<file path="config.mk">
export PLATFORM = sky130hd
export DESIGN_NAME = log_result_combiner
export DESIGN_NICKNAME = d
export VERILOG_FILES = /design/src/rtl/log_pkg.sv /design/src/rtl/log_out_fifo.sv /design/src/rtl/log_result_combiner.sv
export SDC_FILE = /design/constraint.sdc
export NUM_CORES = 1
export LEC_CHECK = 0
export ABC_AREA = 0
export BUFFER_PORTS_ARGS = -buffer_cell sky130_fd_sc_hd__buf_4
export CORE_MARGIN = 4
export CORE_UTILIZATION = 50
export CTS_CLUSTER_DIAMETER = 50
export DETAILED_ROUTE_END_ITERATION = 7
export PLACE_DENSITY = 0.7
export SYNTH_ARGS = -nofsm -noshare
export SYNTH_HDL_FRONTEND = slang
export SYNTH_HIERARCHICAL = 1
export SYNTH_SLANG_ARGS = --single-unit
</file>
<file path="constraint.sdc">
create_clock -name clk -period 5.79 [get_ports clk]
set_input_delay 0.579 -clock clk [delete_from_list [all_inputs] [get_ports clk]]
set_output_delay 0.579 -clock clk [all_outputs]
set_load 0.05 [all_outputs]
</file>
<file path="src/rtl/log_pkg.sv">
// log_pkg: shared constants, flag indices and FIFO entry type for the log result combiner
package log_pkg;
    localparam int EXP_BIAS     = 127;
    localparam int LN2_Q        = 726817;
    localparam int LN2_FRAC     = 20;
    localparam int FLAG_ZERO    = 0;
    localparam int FLAG_INF     = 1;
    localparam int ENTRY_DATA_W = 32;
    typedef struct packed {
        logic [1:0]              flags;
        logic [ENTRY_DATA_W-1:0] data;
    } log_entry_t;
endpackage

</file>
<file path="src/rtl/log_out_fifo.sv">
// log_out_fifo: synchronous FIFO with push/pop, full/empty and a head output taken from registered storage
module log_out_fifo #(
    parameter int WIDTH = 34,
    parameter int DEPTH = 4
) (
    input  logic             clk,
    input  logic             rst_n,
    input  logic             push,
    input  logic [WIDTH-1:0] push_data,
    input  logic             pop,
    output logic [WIDTH-1:0] head_data,
    output logic             full,
    output logic             empty
);
    localparam int AW = $clog2(DEPTH);
    logic [WIDTH-1:0] mem [DEPTH];
    logic [AW-1:0]    wr_ptr, rd_ptr;
    logic [AW:0]      count;
    logic             do_push, do_pop;
    assign empty     = count == '0;
    assign full      = count == (AW+1)'(DEPTH);
    assign do_pop    = pop && !empty;
    assign do_push   = push && (!full || do_pop);
    assign head_data = empty ? '0 : mem[rd_ptr];
    // pointers and occupancy; a pop frees a slot for a push in the same cycle
    always_ff @(posedge clk or negedge rst_n) begin
        if (!rst_n) begin
            wr_ptr <= '0;
            rd_ptr <= '0;
            count  <= '0;
        end else begin
            wr_ptr <= wr_ptr + AW'(do_push);
            rd_ptr <= rd_ptr + AW'(do_pop);
            count  <= count + (AW+1)'(do_push) - (AW+1)'(do_pop);
        end
    end
    // entry storage
    always_ff @(posedge clk) begin
        if (do_push) mem[wr_ptr] <= push_data;
    end
endmodule

</file>
<file path="src/rtl/log_result_combiner.sv">
// log_result_combiner: ln(x) = ln(m) + (E-127)*ln2 in a 3-stage pipeline feeding an output FIFO; LOG_SPECIAL_CASE_EN enables zero/inf decode
module log_result_combiner
    import log_pkg::*;
#(
    parameter int DATA_W     = 32,
    parameter int FRAC_W     = 20,
    parameter int FIFO_DEPTH = 4
) (
    input  logic              clk,
    input  logic              rst_n,
    input  logic              in_valid,
    input  logic [DATA_W-1:0] lnm_in,
    input  logic [7:0]        exponent_in,
    output logic              out_valid,
    input  logic              out_ready,
    output logic [DATA_W-1:0] out_data,
    output logic [1:0]        out_flags,
    output logic              overflow
);
    localparam logic signed [DATA_W:0] LN2 = (DATA_W+1)'((longint'(LN2_Q) << FRAC_W) >>> LN2_FRAC);
    localparam logic [DATA_W-1:0] MAX_V = {1'b0, {(DATA_W-1){1'b1}}};
    localparam logic [DATA_W-1:0] MIN_V = {1'b1, {(DATA_W-1){1'b0}}};
    logic                   v1, v2, v3;
    logic [DATA_W-1:0]      lnm1, lnm2, d3, sum_sat, res;
    logic signed [8:0]      k1;
    logic signed [DATA_W:0] prod, p2;
    logic [DATA_W:0]        s;
    logic [1:0]             f1, f2, f3;
    logic [DATA_W+1:0]      head;
    logic                   full, empty, pop;
    assign prod      = (DATA_W+1)'(k1) * LN2;
    assign out_valid = !empty;
    assign pop       = out_valid && out_ready;
    assign out_data  = head[DATA_W-1:0];
    assign out_flags = head[DATA_W+1:DATA_W];
    // S3 sum with saturation, then special exponents override the value
    always_comb begin
        s       = {lnm2[DATA_W-1], lnm2} + p2;
        sum_sat = (s[DATA_W] != s[DATA_W-1]) ? (s[DATA_W] ? MIN_V : MAX_V) : s[DATA_W-1:0];
        res     = f2[FLAG_ZERO] ? MIN_V : f2[FLAG_INF] ? MAX_V : sum_sat;
    end
    // datapath stages; only the valids need reset since invalid slots never write
    always_ff @(posedge clk) begin
        lnm1 <= lnm_in;
        k1   <= $signed({1'b0, exponent_in} - 9'(EXP_BIAS));
`ifdef LOG_SPECIAL_CASE_EN
        f1[FLAG_ZERO] <= exponent_in == 8'h00;
        f1[FLAG_INF]  <= exponent_in == 8'hff;
`else
        f1 <= '0;
`endif
        lnm2 <= lnm1;
        p2   <= prod;
        f2   <= f1;
        d3   <= res;
        f3   <= f2;
    end
    // stage valids and sticky overflow on a dropped result
    always_ff @(posedge clk or negedge rst_n) begin
        if (!rst_n) begin
            v1       <= 1'b0;
            v2       <= 1'b0;
            v3       <= 1'b0;
            overflow <= 1'b0;
        end else begin
            v1 <= in_valid;
            v2 <= v1;
            v3 <= v2;
            if (v3 && full && !pop) overflow <= 1'b1;
        end
    end
    log_out_fifo #(.WIDTH(DATA_W + 2), .DEPTH(FIFO_DEPTH)) u_fifo (
        .clk       (clk),
        .rst_n     (rst_n),
        .push      (v3),
        .push_data ({f3, d3}),
        .pop       (pop),
        .head_data (head),
        .full      (full),
        .empty     (empty)
    );
endmodule

</file>
Word level (Yosys, flattened, before mapping)
Memory sizes are Yosys's and may differ from the RTL's.
Index checks and enable logic that the tools add are counted.

word-level totals
  bits of input ports = 44
  memories = 1
  logic and storage cells = 37
  bits in registers = 146
  bits in writable memories = 128

memories
  memory      words  width  rd ports  clocked after Yosys merged registers in  write ports  line                text
  u_fifo.mem  4      32     1         0                                        1            log_out_fifo.sv:16  logic [WIDTH-1:0] mem [DEPTH];

cells by class
  reduce and logical (&&, ||, !) cells = 10
  multiplexer cells = 5
  multiply operators = 1
  equal/unequal tests = 2
  add/sub/neg operators = 6

operators with widths
  operator               number
  $mux 32                2
  $mux 34                1
  $add 32x30->33         1
  $mul 9x21->30 const B  1
  $sub 8x7->9 const B    1
  $logic_and 1x1->1      5
  $add 2x1->2            2
  $add 3x1->3            1
  $eq 3x3->1 const B     1
  $logic_not 1->1        3
  $logic_not 3->1        1
  $sub 3x1->3            1
  $mux 1                 2
  $logic_or 1x1->1       1
  $ne 1x1->1             1

Logic depth before layout (Yosys ltp)
  depth in word-level cells = 8
  gate-level depth with buffers = 18

Hierarchy
Netlist, hierarchy kept.

modules (own cells, without submodules)
  module               cells each  instances  area each (sq um)
  log_result_combiner  781         1          8041.5
  log_out_fifo         246         1          5645.4

Least setup slack after synthesis
Ideal clock, no wire load.

  path kind = register to register
  start = register k1[8]
  end = register p2[29] (netlist name)
  setup slack = 0.984 ns
  period minus slack after synthesis = 4.806 ns
  arrival = 4.679 ns
  setup time = 0.127 ns
  data required time = 5.663 ns
  cell stages (with the launch flop) = 17
  buffers on the path = 0
  path through = dfxtp_1 fa_1 inv_1 fa_1 fa_1 fa_1 inv_1 ha_1 ha_1 and4_1 nand3_1 o21ai_0 o311a_1 a211o_1 a31o_2 a21oi_1 xnor2_1

between the ends
  cells in the longest elaborated chain, start to end = 1

RTL lines
  element                 line                       text
  from (decl)             log_result_combiner.sv:25  logic signed [8:0] k1;
  from (signal assigned)  log_result_combiner.sv:45  k1 <= $signed({1'b0, exponent_in} - 9'(EXP_BIAS));
  $mul 9x21->30           log_result_combiner.sv:31  assign prod = (DATA_W+1)'(k1) * LN2;
  net prod[29]            log_result_combiner.sv:26  logic signed [DATA_W:0] prod, p2;

The timed path passes the listed nets, and every way through them passes these cells.
A chain may end at the register's enable or synchronous reset.

Worst setup path in the final report
  start = register k1[8]
  end = register p2[29] (netlist name)

between the ends
  cells in the longest elaborated chain, start to end = 1

RTL lines
  element        line
  $mul 9x21->30  log_result_combiner.sv:31
  net prod[29]   log_result_combiner.sv:26

The timed path passes the listed nets, and every way through them passes these cells.

==> impl_metrics.prom <==
# TYPE chip_impl_metric gauge
chip_impl_metric{name="grt.total_usage",unit="%"} 15.7
chip_impl_metric{name="setup-violations-final",unit=""} 0
chip_impl_metric{name="drt-initial-drc-count",unit=""} 407
chip_impl_metric{name="final_period_minus_worst_setup_slack",unit="ps"} 5240
chip_impl_metric{name="htreeDepth",unit=""} 1
chip_impl_metric{name="place_hpwl",unit="µm"} 17600
chip_impl_metric{name="grt_antenna_before_repair",unit=""} 0
chip_impl_metric{name="yosys_register_bits",unit=""} 282
chip_impl_metric{name="sequential_element_share_of_the_synthesized_area",unit="%"} 51.6
chip_impl_metric{name="pre_cts_slack",unit="ps"} 559
chip_impl_metric{name="post_cts_buffers",unit=""} 0
chip_impl_metric{name="routabilityCongestion",unit=""} 0.844
chip_impl_info{name="cts_tree",value="yes"} 1
chip_impl_info{name="synth.area.top_cells",value="sky130_fd_sc_hd__edfxtp_1, sky130_fd_sc_hd__dfxtp_1, sky130_fd_sc_hd__ha_1, sky130_fd_sc_hd__fa_1, sky130_fd_sc_hd__mux4_2"} 1
chip_impl_metric{name="slew_headroom",unit="%"} 41.5
chip_impl_metric{name="max_clock_freq",unit="MHz"} 191
chip_impl_metric{name="route.vias.total",unit=""} 7748
chip_impl_metric{name="chipWidth",unit="µm"} 173
chip_impl_metric{name="clkSinkCount",unit=""} 282
chip_impl_metric{name="max_capacitance_violation_count",unit=""} 0
chip_impl_metric{name="tightest_slew",unit="ps"} 877
chip_impl_info{name="rsz_0062_raised_after_global_routing",value="no"} 1
chip_impl_metric{name="cts_hold_buffers",unit=""} 1
chip_impl_metric{name="mappedNetlistArea",unit="µm²"} 13700
chip_impl_metric{name="vdd_ir_drop_max",unit="mV"} 0.269
chip_impl_metric{name="post_drt_wl_per_cell",unit="µm"} 15.8
chip_impl_metric{name="diodes",unit=""} 0
chip_impl_metric{name="first_global_vias",unit=""} 7838
chip_impl_metric{name="grt_max_degree",unit=""} 39
chip_impl_metric{name="core",unit="µm²"} 27000
chip_impl_metric{name="fp.dieH",unit="µm"} 173
chip_impl_metric{name="power.density",unit="nW/µm²"} 615
chip_impl_metric{name="setup-tns-final",unit="ps"} 0
chip_impl_metric{name="critPathArrivalTime",unit="ps"} 5690
chip_impl_metric{name="netlist_instances",unit=""} 1027
chip_impl_metric{name="yosysWarningCount",unit=""} 6
chip_impl_metric{name="ctsLongestPathBuffers",unit=""} 3
chip_impl_info{name="startpoint_type",value="flip-flop"} 1
chip_impl_metric{name="static-leakage-power",unit="nW"} 6.63
chip_impl_metric{name="post-route-drc-count",unit=""} 0
chip_impl_metric{name="avgSynthCellArea",unit="µm²"} 13.3
chip_impl_metric{name="area_delta_synth_final",unit="%"} 14.7
chip_impl_info{name="cts_root_buf",value="sky130_fd_sc_hd__clkbuf_16"} 1
chip_impl_metric{name="die_area",unit="µm²"} 30100
chip_impl_metric{name="row_count",unit=""} 60
chip_impl_metric{name="setup_ws",unit="ps"} 554
chip_impl_metric{name="report.power.total",unit="mW"} 9.65
chip_impl_metric{name="dp_cells",unit=""} 1435
chip_impl_metric{name="post_layout_nonfiller_instances",unit=""} 1494
chip_impl_metric{name="yosys.area.top_type_share",unit="%"} 29.8
chip_impl_metric{name="routed_via_density",unit=""} 5.19
chip_impl_metric{name="clock_latency",unit="ps"} 550
chip_impl_info{name="min-delay-path-class",value="input port to flip-flop"} 1
chip_impl_info{name="timing.critical_path.to_type",value="flip-flop"} 1
chip_impl_info{name="outcome",value="finished clean"} 1
chip_impl_metric{name="portBuffers",unit=""} 79
chip_impl_metric{name="i_o_pin_cnt",unit=""} 80
chip_impl_info{name="timing_worst_setup_path_type",value="flip-flop to flip-flop"} 1
chip_impl_metric{name="grt_overflow",unit=""} 0
chip_impl_metric{name="synth_enable_flop_cells",unit=""} 136
chip_impl_info{name="post-synth-top-area-cell",value="sky130_fd_sc_hd__edfxtp_1"} 1
chip_impl_metric{name="critical_path_maximum_fanout",unit=""} 9
chip_impl_metric{name="fin_crit_sh",unit="%"} 90.4
chip_impl_metric{name="post_route_cells_drive_above_1_share",unit="%"} 20.0
chip_impl_metric{name="cts-buffers-inserted",unit=""} 31
chip_impl_metric{name="final_hold_viol_count",unit=""} 0
chip_impl_metric{name="drt_wl_total",unit="µm"} 23600
chip_impl_metric{name="ant_nets",unit=""} 0
chip_impl_metric{name="timing_max_transition_violations_final",unit=""} 0
chip_impl_metric{name="grt_first_pass_wirelength",unit="µm"} 39100
chip_impl_metric{name="first_pass_iters",unit=""} 4
chip_impl_metric{name="worst_case_clock_skew",unit="ps"} 16.9
chip_impl_metric{name="synth_cell_type_count",unit=""} 73
chip_impl_metric{name="cts_repair_resize_count",unit=""} 0
chip_impl_metric{name="start_util",unit="%"} 50.8
chip_impl_info{name="dominantRegCellSynth",value="sky130_fd_sc_hd__edfxtp_1"} 1
chip_impl_metric{name="synthArstFlopShare",unit="%"} 3.90
chip_impl_metric{name="clk_pin_slew",unit="ps"} 60
chip_impl_metric{name="cp.required",unit="ps"} 6250
chip_impl_metric{name="final_net_count",unit=""} 1334
where the power goes:
group          leakage (nW)  internal [mW]  switching [mW]
sequential             2.50           2.78           0.328
combinational          3.58           1.93            2.61
clock                 0.551           1.22           0.789
state kept, by name, indices dropped and copies added, names as in the netlist, 3 cells and up:
name	count
u_fifo/count	3
k1	9
p2	30
d3	32
lnm1	32
lnm2	32
u_fifo/mem	136
routing by layer:
metal	vias up	routed length, µm	GRT usage [%]
li1	3877	-	-
met5	-	0	0
met2	140	11700	27.6
met3	30	967	2.42
met1	3701	10600	20.8
met4	0	386	3.29
Yosys cell counts (all sizes together) (13+ instances only):
cell type,n
a21o,14
nor2,36
nand2,33
dfxtp,135
buf,23
mux4,34
ha,124
maj3,25
a21oi,48
xnor2,39
xor2,15
nor2b,43
o21ai,31
nor3,13
inv,110
fa,38
edfxtp,136
critical path: stages (launching register included):
cell	delay, ps
sky130_fd_sc_hd__dfxtp_1	560
sky130_fd_sc_hd__fa_1	480
sky130_fd_sc_hd__inv_1	120
sky130_fd_sc_hd__fa_1	470
sky130_fd_sc_hd__fa_1	520
sky130_fd_sc_hd__fa_1	540
sky130_fd_sc_hd__inv_1	40
sky130_fd_sc_hd__ha_1	290
sky130_fd_sc_hd__ha_1	370
sky130_fd_sc_hd__and4_1	220
sky130_fd_sc_hd__nand3_1	80
sky130_fd_sc_hd__o21ai_0	160
sky130_fd_sc_hd__o311a_1	460
sky130_fd_sc_hd__a211o_1	290
sky130_fd_sc_hd__a31o_2	230
sky130_fd_sc_hd__a21oi_1	160
sky130_fd_sc_hd__xnor2_1	140
layout by cell type (no fill, tap or decap), types with 4 or more instances in the layout:
master                      Yosys  final
sky130_fd_sc_hd__a31oi_1        4      4
sky130_fd_sc_hd__maj3_1         5      5
sky130_fd_sc_hd__edfxtp_1     136    136
sky130_fd_sc_hd__nand3_1       11     11
sky130_fd_sc_hd__a21oi_1       46     46
sky130_fd_sc_hd__o21ai_0       27     27
sky130_fd_sc_hd__fa_1          38     38
sky130_fd_sc_hd__conb_1         1      8
sky130_fd_sc_hd__xnor2_1       38     38
sky130_fd_sc_hd__o22ai_1        7      7
sky130_fd_sc_hd__clkbuf_16      0     32
sky130_fd_sc_hd__nand2_1       33     33
sky130_fd_sc_hd__nor2_1        36     36
sky130_fd_sc_hd__ha_1         124    124
sky130_fd_sc_hd__nor2b_4       11     11
sky130_fd_sc_hd__and3_1         6      6
sky130_fd_sc_hd__mux4_1         4      4
sky130_fd_sc_hd__xor2_1        15     15
sky130_fd_sc_hd__nand2b_1       8      8
sky130_fd_sc_hd__nand4_1        5      5
sky130_fd_sc_hd__mux4_2        30     30
sky130_fd_sc_hd__dfrtp_1       11      9
sky130_fd_sc_hd__clkbuf_8       0      4
sky130_fd_sc_hd__nor3_1        13     11
sky130_fd_sc_hd__inv_1        110    111
sky130_fd_sc_hd__maj3_2        20     20
sky130_fd_sc_hd__a21o_1        13     13
sky130_fd_sc_hd__o21a_1         7      7
sky130_fd_sc_hd__dfxtp_1      135    135
sky130_fd_sc_hd__nor2b_1       32     32
sky130_fd_sc_hd__o21bai_1       5      5
sky130_fd_sc_hd__o211ai_1       6      6
sky130_fd_sc_hd__a211oi_1       7      7
sky130_fd_sc_hd__clkinv_2       0      4
sky130_fd_sc_hd__buf_4          5     86
cell families (layout without fill, tap and decap cells):
family | after synthesis | after routing | share of synthesized area (%)
flops | 282 | 282 | 51.6
compound gates | 161 | 161 | 8.39
fa+ha+maj | 187 | 187 | 18.9
other cells | 1 | 8 | 0.0274
xor+xnor | 54 | 54 | 3.59
buf+inv | 136 | 255 | 4.61
mux | 35 | 35 | 5.79
simple gates | 171 | 171 | 7.09
per-stage QoR:
| step | util (%) | area [µm²] | hold slack (ps) |
|---|---|---|---|
| after floorplan | - | 13700 | 283 |
| after global placement | 54.1 | 14600 | 312 |
| after detailed placement | 54.1 | 14600 | 313 |
| after CTS | 58.2 | 15700 | 104 |
| after global routing | 58.2 | 15700 | 103 |
| final | 58.2 | 15700 | 131 |
final timing paths:
kind                       startpoint               end  slack, ps  cells past startpoint
max in group asynchronous       rst_n  u_fifo/rd_ptr[0]       5230                      2
max reg2reg                     k1[8]            p2[29]        550                     16
max                             k1[8]            p2[29]        550                     16
min in group asynchronous       rst_n  u_fifo/rd_ptr[1]        400                      2
min reg2reg                   lnm1[5]           lnm2[5]        320                      0
min                         lnm_in[8]           lnm1[8]        130                      1
layout make-up:
type	count	area (µm²)
fillers	2192	11300
flip-flops and latches	282	7060
clock buffers	39	868
clock inverters	19	230
well taps	341	427
multi-input cells	616	6040
repair buffers	87	656
inverters	110	413
Note: power is estimated with default switching activity, not from simulation.
